**config.mk**
```make
export PLATFORM = sky130hd
export DESIGN_NAME = ddr3_cmd_arbiter_flat
export DESIGN_NICKNAME = d
export VERILOG_FILES = /design/src/rtl/ddr3_cmd_arbiter_if.sv /design/src/rtl/ddr3_cmd_arbiter.sv /design/src/flat_wrapper.sv
export SDC_FILE = /design/constraint.sdc
export NUM_CORES = 1
export LEC_CHECK = 0
export ABC_CLOCK_PERIOD_IN_PS = 4150
export CORE_AREA = 2 2 79 81
export DETAILED_ROUTE_END_ITERATION = 10
export DIE_AREA = 0 0 81 83
export PLACE_DENSITY_LB_ADDON = 0.08
export SLEW_MARGIN = 0
export SYNTH_ARGS = -nofsm -noshare
export SYNTH_HDL_FRONTEND = slang
export SYNTH_SLANG_ARGS = --single-unit
export TNS_END_PERCENT = 5
```
**constraint.sdc**
```tcl
create_clock -name clk -period 4.15 [get_ports clk]
set_clock_uncertainty 0.05 [all_clocks]
set_input_delay 0.415 -clock clk [delete_from_list [all_inputs] [get_ports clk]]
set_output_delay 0.415 -clock clk [all_outputs]
set_load 0.01 [all_outputs]
```
**src/rtl/ddr3_cmd_arbiter_if.sv**
```systemverilog
// Shared DDR3 MIG command port: write/read address requesters
// on one side, MIG user-interface command channel on the other.
interface ddr3_cmd_arbiter_if;
  logic        wr_app_en;
  logic [25:0] wr_addr;
  logic        wr_app_rdy;
  logic        rd_app_en;
  logic [25:0] rd_addr;
  logic        rd_app_rdy;
  logic        app_en;
  logic [2:0]  app_cmd;
  logic [25:0] app_addr;
  logic        app_rdy;

  modport master (
    output wr_app_en, wr_addr, rd_app_en, rd_addr, app_rdy,
    input  wr_app_rdy, rd_app_rdy, app_en, app_cmd, app_addr
  );

  modport slave (
    input  wr_app_en, wr_addr, rd_app_en, rd_addr, app_rdy,
    output wr_app_rdy, rd_app_rdy, app_en, app_cmd, app_addr
  );
endinterface

```
**src/rtl/ddr3_cmd_arbiter.sv**
```systemverilog
// Write/read command arbiter for the MIG port with burst limit and turnaround.
// Optional accept counters under DDR3_ARB_STATS_EN.
module ddr3_cmd_arbiter #(
  parameter int MAX_BURST = 16,
  parameter int TURN_CYC  = 2
) (
  input  logic              clk,
  input  logic              reset_n,
  ddr3_cmd_arbiter_if.slave bus,
  output logic              arb_dir
`ifdef DDR3_ARB_STATS_EN
  ,
  input  logic              stats_clr,
  output logic [31:0]       wr_cmd_cnt,
  output logic [31:0]       rd_cmd_cnt
`endif
);

  typedef enum logic [1:0] {
    IDLE,
    GNT_WR,
    GNT_RD,
    TURN
  } state_e;

  localparam logic [7:0] BURST_MAX = 8'(MAX_BURST);
  localparam logic [3:0] TURN_LAST = 4'((TURN_CYC > 0) ? TURN_CYC - 1 : 0);
  localparam bit         TURN_EN   = (TURN_CYC > 0);

  state_e      state_q, state_d;
  logic        last_dir_q, last_dir_d;
  logic        pend_dir_q, pend_dir_d;
  logic [7:0]  burst_cnt_q, burst_cnt_d;
  logic [3:0]  turn_cnt_q, turn_cnt_d;
  logic [2:0]  cmd_q, cmd_d;
  logic [25:0] addr_q, addr_d;

  logic        app_en, wr_rdy, rd_rdy, accept;
  logic [2:0]  app_cmd;
  logic [25:0] app_addr;
  logic        go, go_dir, own_en, oth_en, pend_en;

  always_ff @(posedge clk or negedge reset_n) begin
    if (!reset_n) begin
      state_q     <= IDLE;
      last_dir_q  <= 1'b1;
      pend_dir_q  <= 1'b0;
      burst_cnt_q <= '0;
      turn_cnt_q  <= '0;
      cmd_q       <= '0;
      addr_q      <= '0;
    end else begin
      state_q     <= state_d;
      last_dir_q  <= last_dir_d;
      pend_dir_q  <= pend_dir_d;
      burst_cnt_q <= burst_cnt_d;
      turn_cnt_q  <= turn_cnt_d;
      cmd_q       <= cmd_d;
      addr_q      <= addr_d;
    end
  end

  always_comb begin
    state_d     = state_q;
    last_dir_d  = last_dir_q;
    pend_dir_d  = pend_dir_q;
    burst_cnt_d = burst_cnt_q;
    turn_cnt_d  = turn_cnt_q;
    go          = 1'b0;
    go_dir      = 1'b0;
    own_en      = (state_q == GNT_RD) ? bus.rd_app_en : bus.wr_app_en;
    oth_en      = (state_q == GNT_RD) ? bus.wr_app_en : bus.rd_app_en;
    pend_en     = pend_dir_q ? bus.rd_app_en : bus.wr_app_en;
    if (accept && burst_cnt_q != BURST_MAX)
      burst_cnt_d = burst_cnt_q + 8'd1;
    if (state_q == TURN && turn_cnt_q != 4'hf)
      turn_cnt_d = turn_cnt_q + 4'd1;
    unique case (state_q)
      IDLE: begin
        if (bus.wr_app_en || bus.rd_app_en) begin
          go     = 1'b1;
          go_dir = (bus.wr_app_en && bus.rd_app_en) ? !last_dir_q
                                                    : bus.rd_app_en;
        end
      end
      GNT_WR, GNT_RD: begin
        // a presented but unaccepted command pins the grant
        if (!own_en ||
            (oth_en && burst_cnt_d == BURST_MAX &&
             !(app_en && !bus.app_rdy))) begin
          if (oth_en) begin
            go     = 1'b1;
            go_dir = (state_q == GNT_WR);
          end else begin
            state_d = IDLE;
          end
        end
      end
      TURN: begin
        if (!pend_en) begin
          state_d = IDLE;
        end else if (turn_cnt_q == TURN_LAST) begin
          state_d     = pend_dir_q ? GNT_RD : GNT_WR;
          last_dir_d  = pend_dir_q;
          burst_cnt_d = '0;
        end
      end
    endcase
    if (go) begin
      if (go_dir != last_dir_q && TURN_EN) begin
        state_d    = TURN;
        pend_dir_d = go_dir;
        turn_cnt_d = '0;
      end else begin
        state_d     = go_dir ? GNT_RD : GNT_WR;
        last_dir_d  = go_dir;
        burst_cnt_d = '0;
      end
    end
  end

  always_comb begin
    app_en   = 1'b0;
    app_cmd  = cmd_q;
    app_addr = addr_q;
    wr_rdy   = 1'b0;
    rd_rdy   = 1'b0;
    unique case (state_q)
      GNT_WR: begin
        app_en   = bus.wr_app_en;
        app_cmd  = 3'b000;
        app_addr = bus.wr_addr;
        wr_rdy   = bus.app_rdy;
      end
      GNT_RD: begin
        app_en   = bus.rd_app_en;
        app_cmd  = 3'b001;
        app_addr = bus.rd_addr;
        rd_rdy   = bus.app_rdy;
      end
      default: ;
    endcase
    cmd_d  = app_cmd;
    addr_d = app_addr;
    accept = app_en && bus.app_rdy;
  end

  assign bus.app_en     = app_en;
  assign bus.app_cmd    = app_cmd;
  assign bus.app_addr   = app_addr;
  assign bus.wr_app_rdy = wr_rdy;
  assign bus.rd_app_rdy = rd_rdy;
  assign arb_dir        = last_dir_q;

`ifdef DDR3_ARB_STATS_EN
  logic [31:0] wr_cnt_q, wr_cnt_d;
  logic [31:0] rd_cnt_q, rd_cnt_d;

  always_comb begin
    wr_cnt_d = wr_cnt_q;
    rd_cnt_d = rd_cnt_q;
    if (stats_clr) begin
      wr_cnt_d = '0;
      rd_cnt_d = '0;
    end else begin
      if (accept && state_q == GNT_WR) wr_cnt_d = wr_cnt_q + 32'd1;
      if (accept && state_q == GNT_RD) rd_cnt_d = rd_cnt_q + 32'd1;
    end
  end

  always_ff @(posedge clk or negedge reset_n) begin
    if (!reset_n) begin
      wr_cnt_q <= '0;
      rd_cnt_q <= '0;
    end else begin
      wr_cnt_q <= wr_cnt_d;
      rd_cnt_q <= rd_cnt_d;
    end
  end

  assign wr_cmd_cnt = wr_cnt_q;
  assign rd_cmd_cnt = rd_cnt_q;
`endif

endmodule
```
**src/flat_wrapper.sv**
```systemverilog
// flat-port wrapper written by rule: the top's interface ports become plain ports
module ddr3_cmd_arbiter_flat 
#(
  parameter int MAX_BURST = 16,
  parameter int TURN_CYC  = 2
)
  (clk, reset_n, arb_dir, bus_wr_app_en, bus_wr_addr, bus_rd_app_en, bus_rd_addr, bus_app_rdy, bus_wr_app_rdy, bus_rd_app_rdy, bus_app_en, bus_app_cmd, bus_app_addr);
  ddr3_cmd_arbiter_if bus_i ();
  input  logic clk;
  input  logic reset_n;
  output logic arb_dir;
  input wire logic [$bits(bus_i.wr_app_en)-1:0] bus_wr_app_en;
  input wire logic [$bits(bus_i.wr_addr)-1:0] bus_wr_addr;
  input wire logic [$bits(bus_i.rd_app_en)-1:0] bus_rd_app_en;
  input wire logic [$bits(bus_i.rd_addr)-1:0] bus_rd_addr;
  input wire logic [$bits(bus_i.app_rdy)-1:0] bus_app_rdy;
  output wire logic [$bits(bus_i.wr_app_rdy)-1:0] bus_wr_app_rdy;
  output wire logic [$bits(bus_i.rd_app_rdy)-1:0] bus_rd_app_rdy;
  output wire logic [$bits(bus_i.app_en)-1:0] bus_app_en;
  output wire logic [$bits(bus_i.app_cmd)-1:0] bus_app_cmd;
  output wire logic [$bits(bus_i.app_addr)-1:0] bus_app_addr;
  assign bus_i.wr_app_en = bus_wr_app_en;
  assign bus_i.wr_addr = bus_wr_addr;
  assign bus_i.rd_app_en = bus_rd_app_en;
  assign bus_i.rd_addr = bus_rd_addr;
  assign bus_i.app_rdy = bus_app_rdy;
  assign bus_wr_app_rdy = bus_i.wr_app_rdy;
  assign bus_rd_app_rdy = bus_i.rd_app_rdy;
  assign bus_app_en = bus_i.app_en;
  assign bus_app_cmd = bus_i.app_cmd;
  assign bus_app_addr = bus_i.app_addr;
  ddr3_cmd_arbiter #(.MAX_BURST(MAX_BURST), .TURN_CYC(TURN_CYC)) u_core (.clk(clk), .reset_n(reset_n), .bus(bus_i), .arb_dir(arb_dir));
endmodule
```
==> impl_metrics.csv <==
group,metric,value,unit
cts,cts.sinks,45,
layout,final_area,3600,um^2
setup_path,crit_arrival,3630,ps
routing,wire_per_inst,14.4,um
synth,yosysWarnings,0,
setup_path,cp-start-kind,"flip-flop",
floorplanning,io_pins,90,
floorplanning,start_util,44.4,%
setup_path,reg2regPathDepth,12,
cts,cts_buffers,5,
power_and_ir_drop,internal_power,1.52,mW
global_routing,grt-ovfl-total,0,
synth,avgSynthCellArea,9.71,um^2
setup_path,critical_path_class,"reg -> reg",
setup_path,worst-path-max-fanout,10,
global_routing,grt_pass1_wl,9850,um
sta,slew_headroom,33.9,%
power_and_ir_drop,clockPowerShare,10.6,%
routing,drtIter0Drc,84,
setup_path,r2r-end,"u_core.burst_cnt_q[0]$_DFF_PN0_",
sta,finalCritPeriodShare,84.2,%
power_and_ir_drop,p_leak,1.48,nW
floorplanning,die_w,81,um
power_and_ir_drop,max-vdd-ir-drop,0.000425,V
setup_path,rrSetupSlack,660,ps
layout,layout-drive-gt1-share,8.86,%
cts,post_cts_buffers,0,
floorplanning,dieHeight,83,um
setup_path,crit_path_start,"u_core.state_q[0]$_DFFE_PN0P_",
cts,cts_tree,"built",
sta,tns,0,ps
synth,async_flop_share,100,%
cts,cts_root_buf,"clkbuf_8",
floorplanning,fp-row-count,28,
placement,place_congestion,0.819,
cts,holdBufCountCts,0,
hold_path,min_path_type,"in -> async",
synth,yosysSeqAreaShare,43.7,%
setup_path,cp.required,4280,ps
global_routing,grt_max_degree,54,
setup_path,r2r_start,"u_core.state_q[0]$_DFFE_PN0P_",
floorplanning,fp.dieArea,6720,um^2
routing,drt-pass1-iter-count,4,
layout,fin_util,61.9,%
routing,ant_nets,0,
layout,layout.nets,416,
sta,hold_viol,0,
synth,synth_edf_count,0,
cts,clk-insertion-delay-late,300,ps
sta,fin_crit,3490,ps
setup_path,critPathCaptureType,"flip-flop",
sta,rsz0062_at_grt,"false",
synth,ys_seq_elements,45,
synth,synth_area,2580,um^2
power_and_ir_drop,p_switching,1.05,mW
routing,viasPerCell,5.26,
global_routing,grt_pass1_vias,2028,
routing,drc_errors,0,
synth,ys_dominant_reg_cell,"dfrtp_1",
synth,synth_cell_type_count,52,
layout,num_antenna_cells,0,
power_and_ir_drop,comb_power_share,63.1,%
sta,fmax,286,MHz
sta,timing.final.max_slew_violations,0,
floorplanning,fp.coreArea,5820,um^2
cts,htree_levels,2,
sta,whs,217,ps
global_routing,gr-usage-all-layers,18.5,%
power_and_ir_drop,switching_share,40.7,%
placement,place_area,3510,um^2
routing,num_vias,2235,
placement,io_buffers,89,
power_and_ir_drop,power_density,713,nW/um^2
cts,path_clk_slew,90,ps
sta,setup_viol,0,
placement,hpwlAfterDp,4640,um
synth,syn_nets,333,
global_routing,antenna_found_initial,0,
synth,syn_inst,266,
sta,tightest_slew,992,ps
flow_run,drv_cap,0,
cts,cts_resized,0,
outcome,outcome,"completed",
cts,clock_path_buffers,2,
layout,area_growth,39.4,%
routing,wirelength,6120,um
power_and_ir_drop,power_frac_seq,26.3,%
[critical path: stages (launching register included)]
cell and delay (ps):
dfrtp_1 410, inv_1 80, ha_2 430, nand2_1 170
nor4_4 340, mux2i_1 420, nor4_2 120, o211a_1 220
a31oi_1 290, or2_2 180, ha_1 300, o21ai_4 280
nor2_1 80
[state kept, by name, indices dropped and copies added (netlist names)]
signal              flops
u_core.turn_cnt_q       4
u_core.state_q          2
u_core.cmd_q            3
u_core.pend_dir_q       1
u_core.arb_dir          1
u_core.burst_cnt_q      8
u_core.addr_q          26
[per-layer routing]
metal	share of wire [%]	track usage (%)	routed length, um	up-vias
met5	0	0	0	-
met4	1.5	5.24	91	0
met3	6.1	4.67	371	7
met2	48	29.5	2920	58
met1	45	24.8	2740	1051
li1	-	-	-	1119
[logic make-up (layout without fill, tap and decap cells)]
group,count (synthesis),after routing,share of synthesized area (%)
buffers and inverters,28,112,4.99
adders and majority gates,10,10,4.84
muxes,11,11,4.46
and+or+nand+nor,85,85,16.8
xor gates and xnor gates,8,8,2.71
DFF,45,45,43.7
AOI/OAI and AO/OA,79,79,22.6
[power groups by stage]
stage | Clock (mW) | Sequential [mW] | Combinational, mW
6_report | 0.273 | 0.675 | 1.62
5_1_grt | 0.306 | 0.695 | 1.77
4_1_cts | 0.285 | 0.675 | 1.65
3_5_place_dp | 0 | 0.684 | 1.64
3_3_place_gp | 0 | 0.681 | 1.62
2_1_floorplan | 0 | 0.672 | 0.894
[through the flow]
step / std cells / total power [mW] / setup WS (ps)
after detailed placement: 417 / 2.33 / 432
after CTS: 425 / 2.61 / 623
after global placement: 417 / 2.31 / 536
after floorplan: 266 / 1.57 / 1040
final: 425 / 2.57 / 655
after global routing: 425 / 2.77 / 318
[worst max-delay path by stage]
stage | to | slack [ps] | depth (start not counted)
floorplan | u_core.turn_cnt_q[2]$_DFF_PN0_ | 1040 | 13
global placement | u_core.burst_cnt_q[4]$_DFF_PN0_ | 540 | 11
detailed placement | u_core.pend_dir_q$_DFFE_PN0P_ | 430 | 12
CTS | u_core.burst_cnt_q[0]$_DFF_PN0_ | 620 | 12
global route | u_core.pend_dir_q$_DFFE_PN0P_ | 320 | 14
finish | u_core.burst_cnt_q[0]$_DFF_PN0_ | 660 | 12
[synthesized netlist by cell type (2+ instances only)]
library cell | n | area, um^2
a2111oi_0 | 2 | 17.5
a21oi_1 | 30 | 150
a22oi_1 | 26 | 195
a31oi_1 | 4 | 25.0
and2_1 | 2 | 12.5
buf_1 | 2 | 7.51
buf_4 | 2 | 15.0
buf_6 | 2 | 22.5
clkbuf_1 | 11 | 41.3
dfrtp_1 | 44 | 1100
ha_1 | 10 | 125
inv_1 | 10 | 37.5
mux2_1 | 2 | 22.5
mux2_2 | 2 | 22.5
mux2i_1 | 7 | 70.1
nand2_1 | 11 | 41.3
nand2b_1 | 3 | 18.8
nand3_1 | 9 | 45.0
nor2_1 | 40 | 150
nor2b_1 | 5 | 31.3
nor3b_1 | 2 | 15.0
o21a_1 | 2 | 15.0
o21ai_0 | 3 | 15.0
xnor2_1 | 5 | 43.8
xor2_1 | 3 | 26.3
[final cells by class]
| type | instances | area (um^2) |
|---|---|---|
| timing repair buffer | 94 | 923 |
| multi-input combinational | 193 | 1330 |
| clock inverter | 3 | 21.3 |
| clock buffer | 5 | 68.8 |
| fill | 537 | 2210 |
| tap | 75 | 93.8 |
| inverter | 10 | 37.5 |
| sequential | 45 | 1130 |
[layout by cell type (no fill, tap or decap), drive strengths merged, types with 4 or more instances in the layout]
master and instances:
nor2 40, a31oi 4, mux2i 7, a21oi 30, nand2 12, buf 6
xnor2 5, nand3 9, inv 11, dfrtp 44, mux2 4, o21ai 4
nor2b 5, a22oi 27, ha 10, clkbuf 5, clkdlybuf4s50 88
(Power assumes the default switching activity.)
